**src/rtl/multicycle_seq.sv**
```systemverilog
// ---------------------------------------------------------------------------
// multicycle_seq : multi-cycle RV32 control sequencer (fetch/decode/exec/mem/trap/halt)
// Rev 1.0 | optional retired-instruction counter: MULTICYCLE_SEQ_INSTRET_EN
// ---------------------------------------------------------------------------
`default_nettype none

module multicycle_seq #(
  parameter int MEM_TIMEOUT      = 15,
  parameter int CNT_W            = 32,
  parameter int TRAP_ON_MISALIGN = 1
) (
  input  logic             clk,
  input  logic             rst,
  input  logic             mem_resp,
  input  logic [6:0]       opcode,
  input  logic [2:0]       funct3,
  input  logic [6:0]       funct7,
  input  logic [1:0]       addr_lo,
  input  logic             halt_req,
  output logic [3:0]       state_o,
  output logic             load_pc,
  output logic             load_ir,
  output logic             load_regfile,
  output logic             load_mar,
  output logic             load_mdr,
  output logic             load_data_out,
  output logic [1:0]       pc_sel,
  output logic             mem_read,
  output logic             mem_write,
  output logic [3:0]       mem_byte_enable,
  output logic             trap,
  output logic [1:0]       trap_cause,
  output logic             retired,
  output logic [CNT_W-1:0] instret
);

  localparam int WAIT_W = (MEM_TIMEOUT > 1) ? $clog2(MEM_TIMEOUT) : 1;

  localparam logic [6:0] OP_LOAD  = 7'b0000011;
  localparam logic [6:0] OP_STORE = 7'b0100011;
  localparam logic [6:0] OP_LUI   = 7'b0110111;
  localparam logic [6:0] OP_AUIPC = 7'b0010111;
  localparam logic [6:0] OP_JAL   = 7'b1101111;
  localparam logic [6:0] OP_JALR  = 7'b1100111;
  localparam logic [6:0] OP_BR    = 7'b1100011;
  localparam logic [6:0] OP_IMM   = 7'b0010011;
  localparam logic [6:0] OP_REG   = 7'b0110011;

  typedef enum logic [3:0] {
    S_FETCH1 = 4'd0,
    S_FETCH2 = 4'd1,
    S_FETCH3 = 4'd2,
    S_DECODE = 4'd3,
    S_EXEC   = 4'd4,
    S_ADDR   = 4'd5,
    S_LD     = 4'd6,
    S_ST     = 4'd7,
    S_WB     = 4'd8,
    S_TRAP   = 4'd9,
    S_HALT   = 4'd10
  } state_t;

  typedef struct packed {
    logic       load_pc;
    logic       load_ir;
    logic       load_regfile;
    logic       load_mar;
    logic       load_mdr;
    logic       load_data_out;
    logic [1:0] pc_sel;
    logic       mem_read;
    logic       mem_write;
    logic [3:0] mem_byte_enable;
    logic       trap;
    logic       retired;
  } ctl_t;

  localparam ctl_t CTL_IDLE   = '{mem_byte_enable: 4'b1111, default: '0};
  localparam ctl_t CTL_FETCH1 = '{load_mar: 1'b1, mem_byte_enable: 4'b1111, default: '0};

  state_t              state_q, state_d;
  logic [WAIT_W-1:0]   wait_q, wait_d;
  logic [1:0]          cause_q, cause_d;
  ctl_t                ctl_q, ctl_d;

  logic is_load, is_store, is_br, is_jump, is_exec, is_legal;
  logic misaligned, timeout, waiting;
  logic [3:0] st_be;
  logic unused_funct7;

  assign unused_funct7 = ^funct7;

  always_comb begin
    is_load  = (opcode == OP_LOAD);
    is_store = (opcode == OP_STORE);
    is_br    = (opcode == OP_BR);
    is_jump  = (opcode == OP_JAL) || (opcode == OP_JALR);
    is_exec  = (opcode == OP_LUI) || (opcode == OP_AUIPC) || is_jump || is_br ||
               (opcode == OP_IMM) || (opcode == OP_REG);
    is_legal = (is_load  && (funct3 != 3'b011) && (funct3 != 3'b110) && (funct3 != 3'b111)) ||
               (is_store && (funct3[2] == 1'b0) && (funct3[1:0] != 2'b11)) ||
               (is_br    && (funct3 != 3'b010) && (funct3 != 3'b011)) ||
               (is_exec  && !is_br);
    // funct3[1:0] gives the access size for both loads (incl. unsigned) and stores
    misaligned = ((funct3[1:0] == 2'b10) && (addr_lo != 2'b00)) ||
                 ((funct3[1:0] == 2'b01) && addr_lo[0]);
    case (funct3[1:0])
      2'b10:   st_be = 4'b1111;
      2'b01:   st_be = 4'b0011 << addr_lo;
      default: st_be = 4'b0001 << addr_lo;
    endcase
    waiting = (state_q == S_FETCH2) || (state_q == S_LD) || (state_q == S_ST);
    timeout = (MEM_TIMEOUT != 0) && !mem_resp &&
              (wait_q == WAIT_W'(MEM_TIMEOUT - 1));
  end

  always_comb begin
    state_d = state_q;
    cause_d = cause_q;
    wait_d  = '0;
    ctl_d   = CTL_IDLE;

    case (state_q)
      S_FETCH1: state_d = halt_req ? S_HALT : S_FETCH2;
      S_FETCH2: begin
        if (mem_resp) begin
          state_d = S_FETCH3;
        end else if (timeout) begin
          state_d = S_TRAP;
          cause_d = 2'd1;
        end
      end
      S_FETCH3: state_d = S_DECODE;
      S_DECODE: begin
        if (!is_legal) begin
          state_d = S_TRAP;
          cause_d = 2'd0;
        end else if (is_load || is_store) begin
          state_d = S_ADDR;
        end else begin
          state_d = S_EXEC;
        end
      end
      S_EXEC:   state_d = S_FETCH1;
      S_ADDR: begin
        if (misaligned && (TRAP_ON_MISALIGN != 0)) begin
          state_d = S_TRAP;
          cause_d = 2'd2;
        end else begin
          state_d = is_store ? S_ST : S_LD;
        end
      end
      S_LD, S_ST: begin
        if (mem_resp) begin
          state_d = S_WB;
        end else if (timeout) begin
          state_d = S_TRAP;
          cause_d = 2'd1;
        end
      end
      S_WB:     state_d = S_FETCH1;
      S_TRAP:   state_d = S_FETCH1;
      S_HALT:   state_d = halt_req ? S_HALT : S_FETCH1;
      default:  state_d = S_FETCH1;
    endcase

    // Remaining in a wait state means no response arrived this cycle
    if (waiting && (state_d == state_q)) begin
      wait_d = wait_q + WAIT_W'(1);
    end

    // Outputs are registered, so they are decoded from the state being entered
    case (state_d)
      S_FETCH1: ctl_d.load_mar = 1'b1;
      S_FETCH2: begin
        ctl_d.mem_read = 1'b1;
        ctl_d.load_mdr = 1'b1;
      end
      S_FETCH3: ctl_d.load_ir = 1'b1;
      S_EXEC: begin
        ctl_d.load_pc      = 1'b1;
        ctl_d.load_regfile = !is_br;
        ctl_d.pc_sel       = is_br ? 2'd1 : (is_jump ? 2'd2 : 2'd0);
        ctl_d.retired      = 1'b1;
      end
      S_ADDR: begin
        ctl_d.load_mar      = 1'b1;
        ctl_d.load_data_out = is_store;
      end
      S_LD: begin
        ctl_d.mem_read = 1'b1;
        ctl_d.load_mdr = 1'b1;
      end
      S_ST: begin
        ctl_d.mem_write       = 1'b1;
        ctl_d.mem_byte_enable = st_be;
      end
      S_WB: begin
        ctl_d.load_pc      = 1'b1;
        ctl_d.load_regfile = is_load;
        ctl_d.retired      = 1'b1;
      end
      S_TRAP: begin
        ctl_d.trap    = 1'b1;
        ctl_d.load_pc = 1'b1;
        ctl_d.pc_sel  = 2'd3;
      end
      default: ctl_d = CTL_IDLE;
    endcase
  end

  always_ff @(posedge clk) begin
    if (!rst) begin
      state_q <= S_FETCH1;
      wait_q  <= '0;
      cause_q <= 2'd0;
      ctl_q   <= CTL_FETCH1;
    end else begin
      state_q <= state_d;
      wait_q  <= wait_d;
      cause_q <= cause_d;
      ctl_q   <= ctl_d;
    end
  end

`ifdef MULTICYCLE_SEQ_INSTRET_EN
  logic [CNT_W-1:0] instret_q, instret_d;

  always_comb begin
    instret_d = instret_q + CNT_W'(ctl_q.retired);
  end

  always_ff @(posedge clk) begin
    if (!rst) begin
      instret_q <= '0;
    end else begin
      instret_q <= instret_d;
    end
  end

  assign instret = instret_q;
`else
  assign instret = '0;
`endif

  assign state_o         = state_q;
  assign load_pc         = ctl_q.load_pc;
  assign load_ir         = ctl_q.load_ir;
  assign load_regfile    = ctl_q.load_regfile;
  assign load_mar        = ctl_q.load_mar;
  assign load_mdr        = ctl_q.load_mdr;
  assign load_data_out   = ctl_q.load_data_out;
  assign pc_sel          = ctl_q.pc_sel;
  assign mem_read        = ctl_q.mem_read;
  assign mem_write       = ctl_q.mem_write;
  assign mem_byte_enable = ctl_q.mem_byte_enable;
  assign trap            = ctl_q.trap;
  assign trap_cause      = cause_q;
  assign retired         = ctl_q.retired;

endmodule

`default_nettype wire

```
**config.mk**
```make
export PLATFORM = sky130hd
export DESIGN_NAME = multicycle_seq
export DESIGN_NICKNAME = d
export VERILOG_FILES = /design/src/rtl/multicycle_seq.sv
export SDC_FILE = /design/constraint.sdc
export NUM_CORES = 1
export LEC_CHECK = 0
export BUFFER_PORTS_ARGS = -buffer_cell sky130_fd_sc_hd__buf_2
export CAP_MARGIN = 20
export CELL_PAD_IN_SITES_DETAIL_PLACEMENT = 2
export CELL_PAD_IN_SITES_GLOBAL_PLACEMENT = 2
export CORE_UTILIZATION = 25
export DETAILED_ROUTE_END_ITERATION = 12
export PLACE_DENSITY = 0.9
export SYNTH_ARGS = -nofsm -noshare
export SYNTH_HDL_FRONTEND = slang
export SYNTH_SLANG_ARGS = --single-unit
export TNS_END_PERCENT = 100
```
**constraint.sdc**
```tcl
create_clock -name clk -period 2.5 [get_ports clk]
set_clock_uncertainty 0.15 [all_clocks]
set_input_delay 0.5 -clock clk [delete_from_list [all_inputs] [get_ports clk]]
set_output_delay 0.5 -clock clk [all_outputs]
set_load 0.03 [all_outputs]
```
==> metrics.csv, run 1 <==
stage,metric,value,unit
run_status,status,"finished, final reports clean",
worst_hold_path,hold_start,addr_lo[1],
global_routing,grt_pass1_vias,1383,
timing,final_max_tran_viols,0,
layout,num_antenna_cells,0,
worst_hold_path,holdPathEnd,mem_byte_enable[1],
timing,slew_headroom,0.6460,
global_routing,grt_overflow,0,
setup_path,reg2reg_depth,8,
synthesis,asyncSetResetFlopFracSynth,0,
synthesis,ys_ff_latch,25,
synthesis,syn-instance-count,184,
layout,multi_input_gate_area_in_the_final_layout,883.3,µm²
setup_path,cp_data_required_time,2570,ps
clock_network,cts_buffer_depth,2,
timing,clock.fmax,423.0,MHz
clock_network,cts_inserted_buffers,3,
drt,wirelength,4.231,mm
synthesis,synth_warnings,0,
floorplan,dieHeight,81.10,µm
power,leakage,0.8092,nW
floorplan,floorplan.core_area,5991,µm²
timing,layout_worst_path_cycle_share,0.9456,
floorplan,die-width,81.10,µm
setup_path,worstSetupEndpointType,flop,
timing,period_needed,2364,ps
synthesis,synth_area,1564,µm²
drt,routed_via_density,4.528,
drt,routed-via-count,1354,
floorplan,start_util,0.2611,
synthesis,avgSynthCellArea,8.500,µm²
clock_network,clock_tree.root_cell,sky130_fd_sc_hd__clkbuf_8,
clock_network,post_cts.repair.setup_buffers,0,
floorplan,area_of_the_die,6576,µm²
global_routing,pin_count_of_the_biggest_net_entering_global_routing,15,
timing,max_slew.worst_pin.slew,528.6,ps
power,vdd_drop_max,0.2671,mV
worst_hold_path,worst_hold_check_path_type,in2reg,
placement,hpwl,3.471,mm
synthesis,post_synth_num_cell_types,51,
timing,grt_setup_unrepaired,no,
setup_path,criticalPathCategory,reg2reg,
clock_network,clock_tree_from_tritoncts,built,
layout,finished_layout_cells,299,
power,power_per_cell_area,710.9,nW/µm²
drt,drt_drc_violations_left,0,
synthesis,synth_edf_count,0,
run,cap_violations,0,
synthesis,netlist_top_cells_count,"sky130_fd_sc_hd__buf_4, sky130_fd_sc_hd__dfxtp_1, sky130_fd_sc_hd__nor2_1",
drt,firstDrtPassIters,4,
clock_network,cts_resized,0,
global_routing,antenna_found_initial,0,
setup_path,r2r_slack,140,ps
layout,final_core_util,0.2968,
power,totalPowerFinal,0.001264,W
floorplan,floorplan.rows,28,
synthesis,postSynth.topFlopCell,sky130_fd_sc_hd__dfxtp_1,
setup_path,worst_setup_path_start_kind,flop,
timing,fin_tns_setup,0,ps
clock_network,cts_hold_buffers,0,
placement,gp_routability_congestion,0.7732,
setup_path,crit-reg2reg-capture,load_regfile,
drt,detailed_router_s_first_iteration_violation_count,38,
setup_path,rr_startpoint,wait_q[0],
synthesis,netlist.top_cell.by_area,sky130_fd_sc_hd__dfxtp_1,
placement,portBuffers,37,
placement,place.detailed.instances,295,
setup_path,worstPathArrival,2430,ps
layout,final_layout_size_suffix_gt1_frac,0.2634,
layout,flow.area_growth_from_synthesis,13.68,%
clock_network,insertion_delay,280,ps
layout,layout.cell_area.non_filler,1778,µm²
drt,antenna_violating_nets_post_route,0,
layout,finish.net_count,250,
global_routing,grt_pass1_wl,6.686,mm
synthesis,seq_area_frac_synth,0.3200,
worst_hold_path,worst_hold_path.num_cells,2,
placement,placed_cell_area,1725,µm²
clock_network,clkTransAtPathRegs,90,ps
timing,hold_violations,0,
clock_network,ctsHtreeMaxLevel,1,
drt,wl_per_cell,14.15,µm
layout,final-seq-area,501.7,µm²
global_routing,total_routing_usage_gr,0.1340,
synthesis,yosys.cell_count.top_type,sky130_fd_sc_hd__buf_4,
synthesis,synth.top_cells.by_area,"sky130_fd_sc_hd__dfxtp_1, sky130_fd_sc_hd__buf_4, sky130_fd_sc_hd__nor2_1",
clock_network,cts.sinks,25,
floorplan,number_of_placed_i_o_pins,77,
timing,final-setup-viol-count,0,
synthesis,synth.top_cell.area_share,0.3200,
layout,fillers,732,
setup_path,worst-path-max-fanout,6,
[logic make-up (layout without fill, tap and decap cells)]
| kind of cell | count (synthesis) | in the layout | synth area share |
|---|---|---|---|
| xor gates and xnor gates | 3 | 3 | 0.01680 |
| buffers and inverters | 45 | 54 | 0.1928 |
| and+or+nand+nor | 70 | 70 | 0.2736 |
| muxes | 2 | 2 | 0.01280 |
| other | 1 | 32 | 0.002398 |
| DFF | 25 | 25 | 0.3200 |
| AOI/OAI and AO/OA | 36 | 36 | 0.1656 |
| adders and majority gates | 2 | 2 | 0.01600 |
[metrics by stage]
stage | hold slack [ps] | setup slack, ps
floorplan | 279.7 | 145.2
global placement | 290.1 | 81.56
detailed placement | 305.0 | -49.13
CTS | 318.1 | 104.2
global route | 317.9 | 1.877
finish | 312.6 | 135.9
[registers in the layout, indices dropped and copies added, names as in the netlist, 2 cells and up]
| name | flops |
|---|---|
| wait_q | 4 |
| trap_cause | 2 |
| mem_byte_enable | 4 |
| pc_sel | 2 |
| state_o | 4 |
[placed cells by master (no fill, tap or decap), types with 4 or more instances in the layout]
master                    Yosys  layout
sky130_fd_sc_hd__buf_2        1      37
sky130_fd_sc_hd__buf_4       35       5
sky130_fd_sc_hd__conb_1       1      32
sky130_fd_sc_hd__o21ai_1      6       6
sky130_fd_sc_hd__dfxtp_1     25      24
sky130_fd_sc_hd__nand2_1     10      10
sky130_fd_sc_hd__o21ai_0      4       4
sky130_fd_sc_hd__and2_1       5       5
sky130_fd_sc_hd__inv_1        7       7
sky130_fd_sc_hd__nor2b_1      6       6
sky130_fd_sc_hd__a21oi_1      7       7
sky130_fd_sc_hd__nor2_1      17      17
sky130_fd_sc_hd__nand3_1      4       4
[worst max-delay path: stages (launching register included)]
cell	delay, ps
sky130_fd_sc_hd__dfxtp_1	390
sky130_fd_sc_hd__inv_1	60
sky130_fd_sc_hd__ha_1	210
sky130_fd_sc_hd__and3_1	170
sky130_fd_sc_hd__o21ai_0	160
sky130_fd_sc_hd__a21oi_1	140
sky130_fd_sc_hd__or4_4	490
sky130_fd_sc_hd__or3_1	380
sky130_fd_sc_hd__a21oi_2	140
[power by group]
part / switching, W / internal, W / leakage [nW]
Combinational: 0.000358 / 0.000166 / 0.580
Clock: 0.000144 / 0.000112 / 0.0255
Sequential: 0.0000434 / 0.000441 / 0.204
[final cells by class]
cell class | instances | share of cell area
Clock buffer | 3 | 0.02322
Clock inverter | 1 | 0.002815
Inverter | 8 | 0.01689
Multi-Input combinational cell | 145 | 0.4968
Sequential cell | 25 | 0.2822
Tap cell | 75 | 0.05278
Timing Repair Buffer | 42 | 0.1253
[worst max-delay path by stage]
stage	from	endpoint	slack, ps	cells past startpoint
detailed placement	opcode[3]	load_data_out	-50	7
finish	wait_q[0]	load_regfile	140	8
global route	state_o[0]	load_regfile	2	6
floorplan	state_o[1]	wait_q[2]	150	7
CTS	wait_q[0]	load_regfile	100	8
global placement	opcode[3]	load_data_out	80	7
[metal layers]
metal | share of wire | up-vias | track usage
met1 | 0.43 | 660 | 0.1588
li1 | - | 652 | -
met4 | 0.0028 | 0 | 0.01964
met5 | 0 | - | 0
met2 | 0.52 | 40 | 0.2479
met3 | 0.048 | 2 | 0.03034
(Power assumes the default switching activity.)
==> run 2: changes to the inputs <==
--- a/config.mk
+++ b/config.mk
@@ -11,7 +11,7 @@
 export CELL_PAD_IN_SITES_GLOBAL_PLACEMENT = 2
 export CORE_UTILIZATION = 25
 export DETAILED_ROUTE_END_ITERATION = 12
-export PLACE_DENSITY = 0.9
+export PLACE_DENSITY = 0.78
 export SYNTH_ARGS = -nofsm -noshare
 export SYNTH_HDL_FRONTEND = slang
 export SYNTH_SLANG_ARGS = --single-unit
==> run 2 against run 1 <==
  * Sequential power decreased by 2%
  * Global-route usage shrank 0.43 points
  * Sequential share of layout area is 0.42 points lower
  * Fmax increased by 1.7%
  * Critical path type unchanged
  * Largest cell class unchanged
  * Total power grew 1.1%
  * Final area rose by 1.3%
  * Worst setup slack better by 40 ps
  * Clock power barely moved
  * Largest power group unchanged
  * Routed wire length shrank 2.2%
==> metrics.csv, run 2 (synthesis gave the netlist of run 1 again) <==
stage,metric,value,unit,change
drt,detailed_router_s_first_iteration_violation_count,27,,was 38
power,totalPowerFinal,0.001277,W,was 0.001264 W
clock_network,insertion_delay,280,ps,about the same
floorplan,start_util,0.2611,,unchanged
timing,final-setup-viol-count,0,,unchanged
placement,hpwl,3.232,mm,was 3.471 mm
global_routing,grt_pass1_wl,6.334,mm,was 6.686 mm
placement,gp_routability_congestion,0.7553,,was 0.7732
worst_hold_path,worst_hold_check_path_type,in2reg,,unchanged
layout,most_frequent_standard_cell_in_the_layout_excluding_fill_and_tap_cells,sky130_fd_sc_hd__buf_2,,unchanged
setup_path,worst_setup_path_start_kind,flop,,unchanged
clock_network,clock_tree_from_tritoncts,built,,unchanged
drt,wirelength,4.137,mm,was 4.231 mm
setup_path,cp_data_required_time,2570,ps,about the same
drt,antenna_violating_nets_post_route,0,,unchanged
floorplan,number_of_placed_i_o_pins,77,,unchanged
layout,fillers,720,,was 732
clock_network,post_cts.repair.setup_buffers,0,,unchanged
timing,max_slew.worst_pin.slew,515.0,ps,was 528.6 ps
timing,clock.fmax,430.2,MHz,was 423.0 MHz
layout,final_layout_size_suffix_gt1_frac,0.2632,,was 0.2634
timing,layout_worst_path_cycle_share,0.9298,,was 0.9456
timing,fin_tns_setup,0,ps,unchanged
timing,grt_setup_unrepaired,no,,unchanged
timing,period_needed,2325,ps,was 2364 ps
placement,portBuffers,37,,unchanged
clock_network,cts_hold_buffers,0,,unchanged
timing,hold_violations,0,,unchanged
drt,routed-via-count,1342,,was 1354
setup_path,criticalPathCategory,reg2reg,,unchanged
global_routing,pin_count_of_the_biggest_net_entering_global_routing,14,,was 15
run,cap_violations,0,,unchanged
drt,firstDrtPassIters,2,,was 4
floorplan,floorplan.core_area,5991,µm²,unchanged
floorplan,floorplan.rows,28,,unchanged
global_routing,antenna_found_initial,0,,unchanged
floorplan,area_of_the_die,6576,µm²,unchanged
drt,routed_via_density,4.429,,was 4.528
drt,drt_drc_violations_left,0,,unchanged
layout,flow.area_growth_from_synthesis,15.12,%,was 13.68%
power,leakage,0.8244,nW,was 0.8092 nW
power,vdd_drop_max,0.2622,mV,was 0.2671 mV
layout,num_antenna_cells,0,,unchanged
clock_network,cts.sinks,25,,unchanged
layout,most-common-layout-cells,"sky130_fd_sc_hd__buf_2, sky130_fd_sc_hd__conb_1, sky130_fd_sc_hd__dfxtp_1",,unchanged
power,power_per_cell_area,709.4,nW/µm²,was 710.9 nW/µm²
clock_network,clkTransAtPathRegs,90,ps,about the same
clock_network,clock_tree.root_cell,sky130_fd_sc_hd__clkbuf_8,,unchanged
global_routing,grt_overflow,0,,unchanged
drt,wl_per_cell,13.65,µm,was 14.15 µm
run_status,status,"finished, final reports clean",,unchanged
clock_network,ctsHtreeMaxLevel,1,,unchanged
timing,slew_headroom,0.6552,,was 0.6460
global_routing,total_routing_usage_gr,0.1296,,was 0.1340
clock_network,cts_inserted_buffers,3,,unchanged
global_routing,grt_pass1_vias,1276,,was 1383
floorplan,die-width,81.10,µm,unchanged
clock_network,cts_buffer_depth,2,,unchanged
clock_network,cts_resized,0,,unchanged
timing,final_max_tran_viols,0,,unchanged
setup_path,worstSetupEndpointType,flop,,unchanged
setup_path,worst-path-max-fanout,5,,was 6
setup_path,worstPathArrival,2390,ps,was 2430 ps
layout,finish.net_count,254,,was 250
floorplan,dieHeight,81.10,µm,unchanged
run 2: layout make-up:
cell class / instances / area, µm² / area share
well taps: 75 / 93.84 / 0.05212
clock buffers: 4 / 45.04 / 0.02502
repair buffers: 46 / 252.7 / 0.1404
inverters: 8 / 30.03 / 0.01668
multi-input cells: 145 / 878.3 / 0.4878
flip-flops and latches: 25 / 500.5 / 0.2780
run 2: power by group:
group          internal, W  switching (W)
Sequential        0.000440      0.0000371
Clock             0.000115       0.000143
Combinational     0.000179       0.000363
run 2: per-stage QoR:
step | utilization | cell area (µm²) | worst slack, ps | hold WS, ps | std cells
6_report | 0.3005 | 1800 | 175.4 | 298.5 | 303
5_1_grt | 0.3005 | 1800 | 34.14 | 298.4 | 303
4_1_cts | 0.3005 | 1800 | 119.5 | 292.9 | 303
3_5_place_dp | 0.2930 | 1755 | 24.24 | 306.7 | 299
3_3_place_gp | 0.2930 | 1755 | 35.65 | 290.9 | 299
2_1_floorplan | - | 1680 | 145.2 | 279.7 | 215
run 2: worst max-delay path, cell delays in order, from the launching register on:
cell and delay [ps]:
sky130_fd_sc_hd__dfxtp_1 380, sky130_fd_sc_hd__inv_1 60, sky130_fd_sc_hd__ha_1 210, sky130_fd_sc_hd__and3_1 160, sky130_fd_sc_hd__o221ai_1 190, sky130_fd_sc_hd__o211ai_1 260
sky130_fd_sc_hd__nor3_1 510, sky130_fd_sc_hd__o211ai_1 160, sky130_fd_sc_hd__a21boi_1 180
run 2: path summary, 6_finish.rpt:
kind	startpoint	to	depth (start not counted)	slack, ps
setup reg to reg	wait_q[0]	mem_read	8	180
setup / recovery	wait_q[0]	mem_read	8	180
hold / removal	addr_lo[1]	mem_byte_enable[1]	2	300
hold reg to reg	trap_cause[1]	trap_cause[1]	2	310
run 2: per-layer routing:
layer,GRT usage,share of wire
met2,0.2235,0.49
met5,0,0
met4,0.05357,0.017
met1,0.1571,0.45
met3,0.02360,0.044
==> run 3: changes to the inputs <==
--- a/config.mk
+++ b/config.mk
@@ -10,6 +10,7 @@
 export CELL_PAD_IN_SITES_DETAIL_PLACEMENT = 2
 export CELL_PAD_IN_SITES_GLOBAL_PLACEMENT = 2
 export CORE_UTILIZATION = 25
+export CTS_BUF_LIST = sky130_fd_sc_hd__clkbuf_16
 export DETAILED_ROUTE_END_ITERATION = 12
 export PLACE_DENSITY = 0.78
 export SYNTH_ARGS = -nofsm -noshare
==> constraint.sdc (replaced) <==
create_clock -name clk -period 2.57 [get_ports clk]
set_clock_uncertainty 0.15 [all_clocks]
set_input_delay 0.514 -clock clk [delete_from_list [all_inputs] [get_ports clk]]
set_output_delay 0.514 -clock clk [all_outputs]
set_load 0.03 [all_outputs]
==> run 3 against run 2 <==
  * First-iteration DRC count is 19% lower
  * Worst setup slack better by 57 ps
  * Register-to-register slack better by 60 ps
  * Routed wire length increased by 2.0%
  * Critical path type is now in2reg
  * Largest cell class unchanged
  * Largest power group unchanged
==> metrics.csv, run 3 (synthesis gave the netlist of run 1 again) <==
stage,metric,value,unit,change
run_status,status,"finished, final reports clean",,unchanged
setup_path,cp_data_required_time,2560,ps,was 2570 ps
floorplan,dieHeight,81.10,µm,unchanged
placement,placed_cell_area,1733,µm²,was 1755 µm²
worst_hold_path,worst_hold_path.num_cells,1,,was 2
floorplan,floorplan.rows,28,,unchanged
timing,clock.fmax,427.8,MHz,
clock_network,cts_inserted_buffers,3,,unchanged
global_routing,grt_util_met2,0.2252,,was 0.2235
global_routing,grt_pass1_vias,1315,,was 1276
layout,fillers,720,,unchanged
clock_network,clock_tree_from_tritoncts,built,,unchanged
timing,layout_worst_path_cycle_share,0.9095,,
timing,final-setup-viol-count,0,,unchanged
worst_hold_path,holdPathEnd,trap_cause[0],,was mem_byte_enable[1]
layout,final_layout_size_suffix_gt1_frac,0.2578,,was 0.2632
timing,slew_headroom,0.6296,,was 0.6552
setup_path,worst-path-max-fanout,6,,was 5
setup_path,criticalPathCategory,in2reg,,was reg2reg
setup_path,worstSetupEndpointType,flop,,unchanged
setup_path,crit-reg2reg-capture,retired,,was mem_read
floorplan,number_of_placed_i_o_pins,77,,unchanged
drt,wl_per_cell,14.07,µm,was 13.65 µm
setup_path,slowest_delay,540,ps,was 510 ps
run,cap_violations,0,,unchanged
drt,detailed_router_s_first_iteration_violation_count,22,,was 27
setup_path,rr_startpoint,wait_q[0],,unchanged
placement,gp_routability_congestion,0.7359,,was 0.7553
floorplan,area_of_the_die,6576,µm²,unchanged
layout,finished_layout_cells,300,,was 303
worst_hold_path,hold_start,trap_cause[0],,was addr_lo[1]
timing,max_slew.worst_pin.slew,553.1,ps,was 515.0 ps
clock_network,cts_hold_buffers,0,,unchanged
placement,portBuffers,37,,unchanged
setup_path,slowest_stage,sky130_fd_sc_hd__or4b_1,,was sky130_fd_sc_hd__nor3_1
clock_network,clock_tree.root_cell,sky130_fd_sc_hd__clkbuf_16,,was sky130_fd_sc_hd__clkbuf_8
timing,fin_tns_setup,0,ps,unchanged
drt,routed_via_density,4.537,,was 4.429
global_routing,gr-max-usage-layer,met2,,unchanged
floorplan,die-width,81.10,µm,unchanged
power,power_per_cell_area,738.2,nW/µm²,was 709.4 nW/µm²
layout,most-common-layout-cells,"sky130_fd_sc_hd__buf_2, sky130_fd_sc_hd__conb_1, sky130_fd_sc_hd__dfxtp_1",,unchanged
global_routing,grt_overflow,0,,unchanged
layout,final-seq-area,500.5,µm²,unchanged
drt,routed-via-count,1361,,was 1342
global_routing,use_met1,0.1485,,was 0.1571
clock_network,ctsHtreeMaxLevel,1,,unchanged
setup_path,worst_setup_path_start_kind,input pin,,was flop
layout,flow.area_growth_from_synthesis,16.16,%,was 15.12%
layout,layout.cell_area.non_filler,1817,µm²,was 1800 µm²
power,leakage,0.8294,nW,was 0.8244 nW
worst_hold_path,worst_hold_check_path_type,reg2reg,,was in2reg
global_routing,grt.met3_usage,0.02584,,was 0.02360
setup_path,wp_buf_inv,1,,unchanged
placement,worst_setup_slack_after_placement,45.20,ps,was 24.24 ps
drt,wirelength,4.221,mm,was 4.137 mm
layout,most_frequent_standard_cell_in_the_layout_excluding_fill_and_tap_cells,sky130_fd_sc_hd__buf_2,,unchanged
layout,finish.net_count,251,,was 254
timing,worst_slack,232.5,ps,was 175.4 ps
global_routing,antenna_found_initial,0,,unchanged
layout,num_antenna_cells,0,,unchanged
layout,multi_input_gate_area_in_the_final_layout,883.3,µm²,was 878.3 µm²
drt,drt_drc_violations_left,0,,unchanged
global_routing,total_routing_usage_gr,0.1266,,was 0.1296
timing,grt_setup_unrepaired,no,,unchanged
global_routing,grt_pass1_wl,6.341,mm,was 6.334 mm
placement,hpwl,3.171,mm,was 3.232 mm
power,vdd_drop_max,0.2630,mV,was 0.2622 mV
drt,firstDrtPassIters,4,,was 2
timing,final_max_tran_viols,0,,unchanged
timing,hold_violations,0,,unchanged
setup_path,r2r_slack,240,ps,was 180 ps
clock_network,cts.sinks,25,,unchanged
setup_path,worstPathArrival,2330,ps,was 2390 ps
placement,place.detailed.instances,296,,was 299
clock_network,insertion_delay,260,ps,was 280 ps
setup_path,crit_path_cell_trace,buf_2 -> nor2_1 -> or4b_1 -> nor2_1 -> or4_4 -> and2_1 -> nor4b_1,,was inv_1 -> ha_1 -> and3_1 -> o221ai_1 -> o211ai_1 -> nor3_1 -> o211ai_1 -> a21boi_1
setup_path,critPathMostFrequentCell,sky130_fd_sc_hd__nor2_1,,was sky130_fd_sc_hd__o211ai_1
timing,period_needed,2338,ps,
setup_path,family_with_the_most_delay_on_the_worst_path,simple AND/OR/NAND/NOR gates,,was compound AO/OA/AOI/OAI gates
clock_network,cts_buffer_depth,2,,unchanged
floorplan,floorplan.core_area,5991,µm²,unchanged
floorplan,start_util,0.2611,,unchanged
global_routing,pin_count_of_the_biggest_net_entering_global_routing,14,,unchanged
clock_network,clkTransAtPathRegs,60,ps,was 90 ps
drt,antenna_violating_nets_post_route,0,,unchanged
setup_path,startpoint_of_the_worst_setup_timing_path,opcode[2],,was wait_q[0]
setup_path,reg2reg_depth,8,,unchanged
## run 3: changes by cell type in the layout (fill, tap and decap cells not counted)
cell,change
sky130_fd_sc_hd__clkbuf_1,-1
sky130_fd_sc_hd__clkbuf_8,-3
sky130_fd_sc_hd__clkbuf_16,+3
sky130_fd_sc_hd__nor3_2,+1
sky130_fd_sc_hd__buf_4,-3
sky130_fd_sc_hd__nor3_1,-1
sky130_fd_sc_hd__inv_1,+1
## run 3: per-stage QoR
step           hold WS (ps)  total power (W)  utilization
4_1_cts               320.9         0.001351       0.3024
3_3_place_gp          291.6        0.0009840       0.2893
6_report              312.5         0.001341       0.3033
3_5_place_dp          305.8        0.0009946       0.2893
5_1_grt               333.6         0.001415       0.3033
2_1_floorplan         279.7        0.0008889            -
## run 3: worst max-delay path by stage
stage          cells past startpoint  slack, ps             to
6_report                           7        230  load_data_out
4_1_cts                            8        160       mem_read
5_1_grt                            8        100        retired
3_5_place_dp                       7         50      wait_q[2]
3_3_place_gp                       7         50  load_data_out
2_1_floorplan                      7        220      wait_q[2]
## run 3: timing repair
action,CTS,global route
setup buffers,0,0
gates resized for setup,0,1
setup endpoints to repair,0,1
## run 3: final cells by class
type | count | area share
Multi-Input combinational cell | 145 | 0.4862
Sequential cell | 25 | 0.2755
Timing Repair Buffer | 43 | 0.1267
Tap cell | 75 | 0.05165
Clock buffer | 3 | 0.04132
Inverter | 8 | 0.01653
Clock inverter | 1 | 0.002066
## run 3: power by group
group / leakage (nW) / switching, W / internal (W) / total, W
clock: 0.0423 / 0.000136 / 0.000208 / 0.000344
sequential: 0.203 / 0.0000373 / 0.000429 / 0.000466
combinational: 0.584 / 0.000359 / 0.000172 / 0.000531
total: 0.829 / 0.000532 / 0.000809 / 0.00134
## run 3: routing by layer
layer	wire, µm	up-vias
met5	0	-
li1	-	653
met3	182	9
met4	95	0
met1	1800	659
met2	2142	40
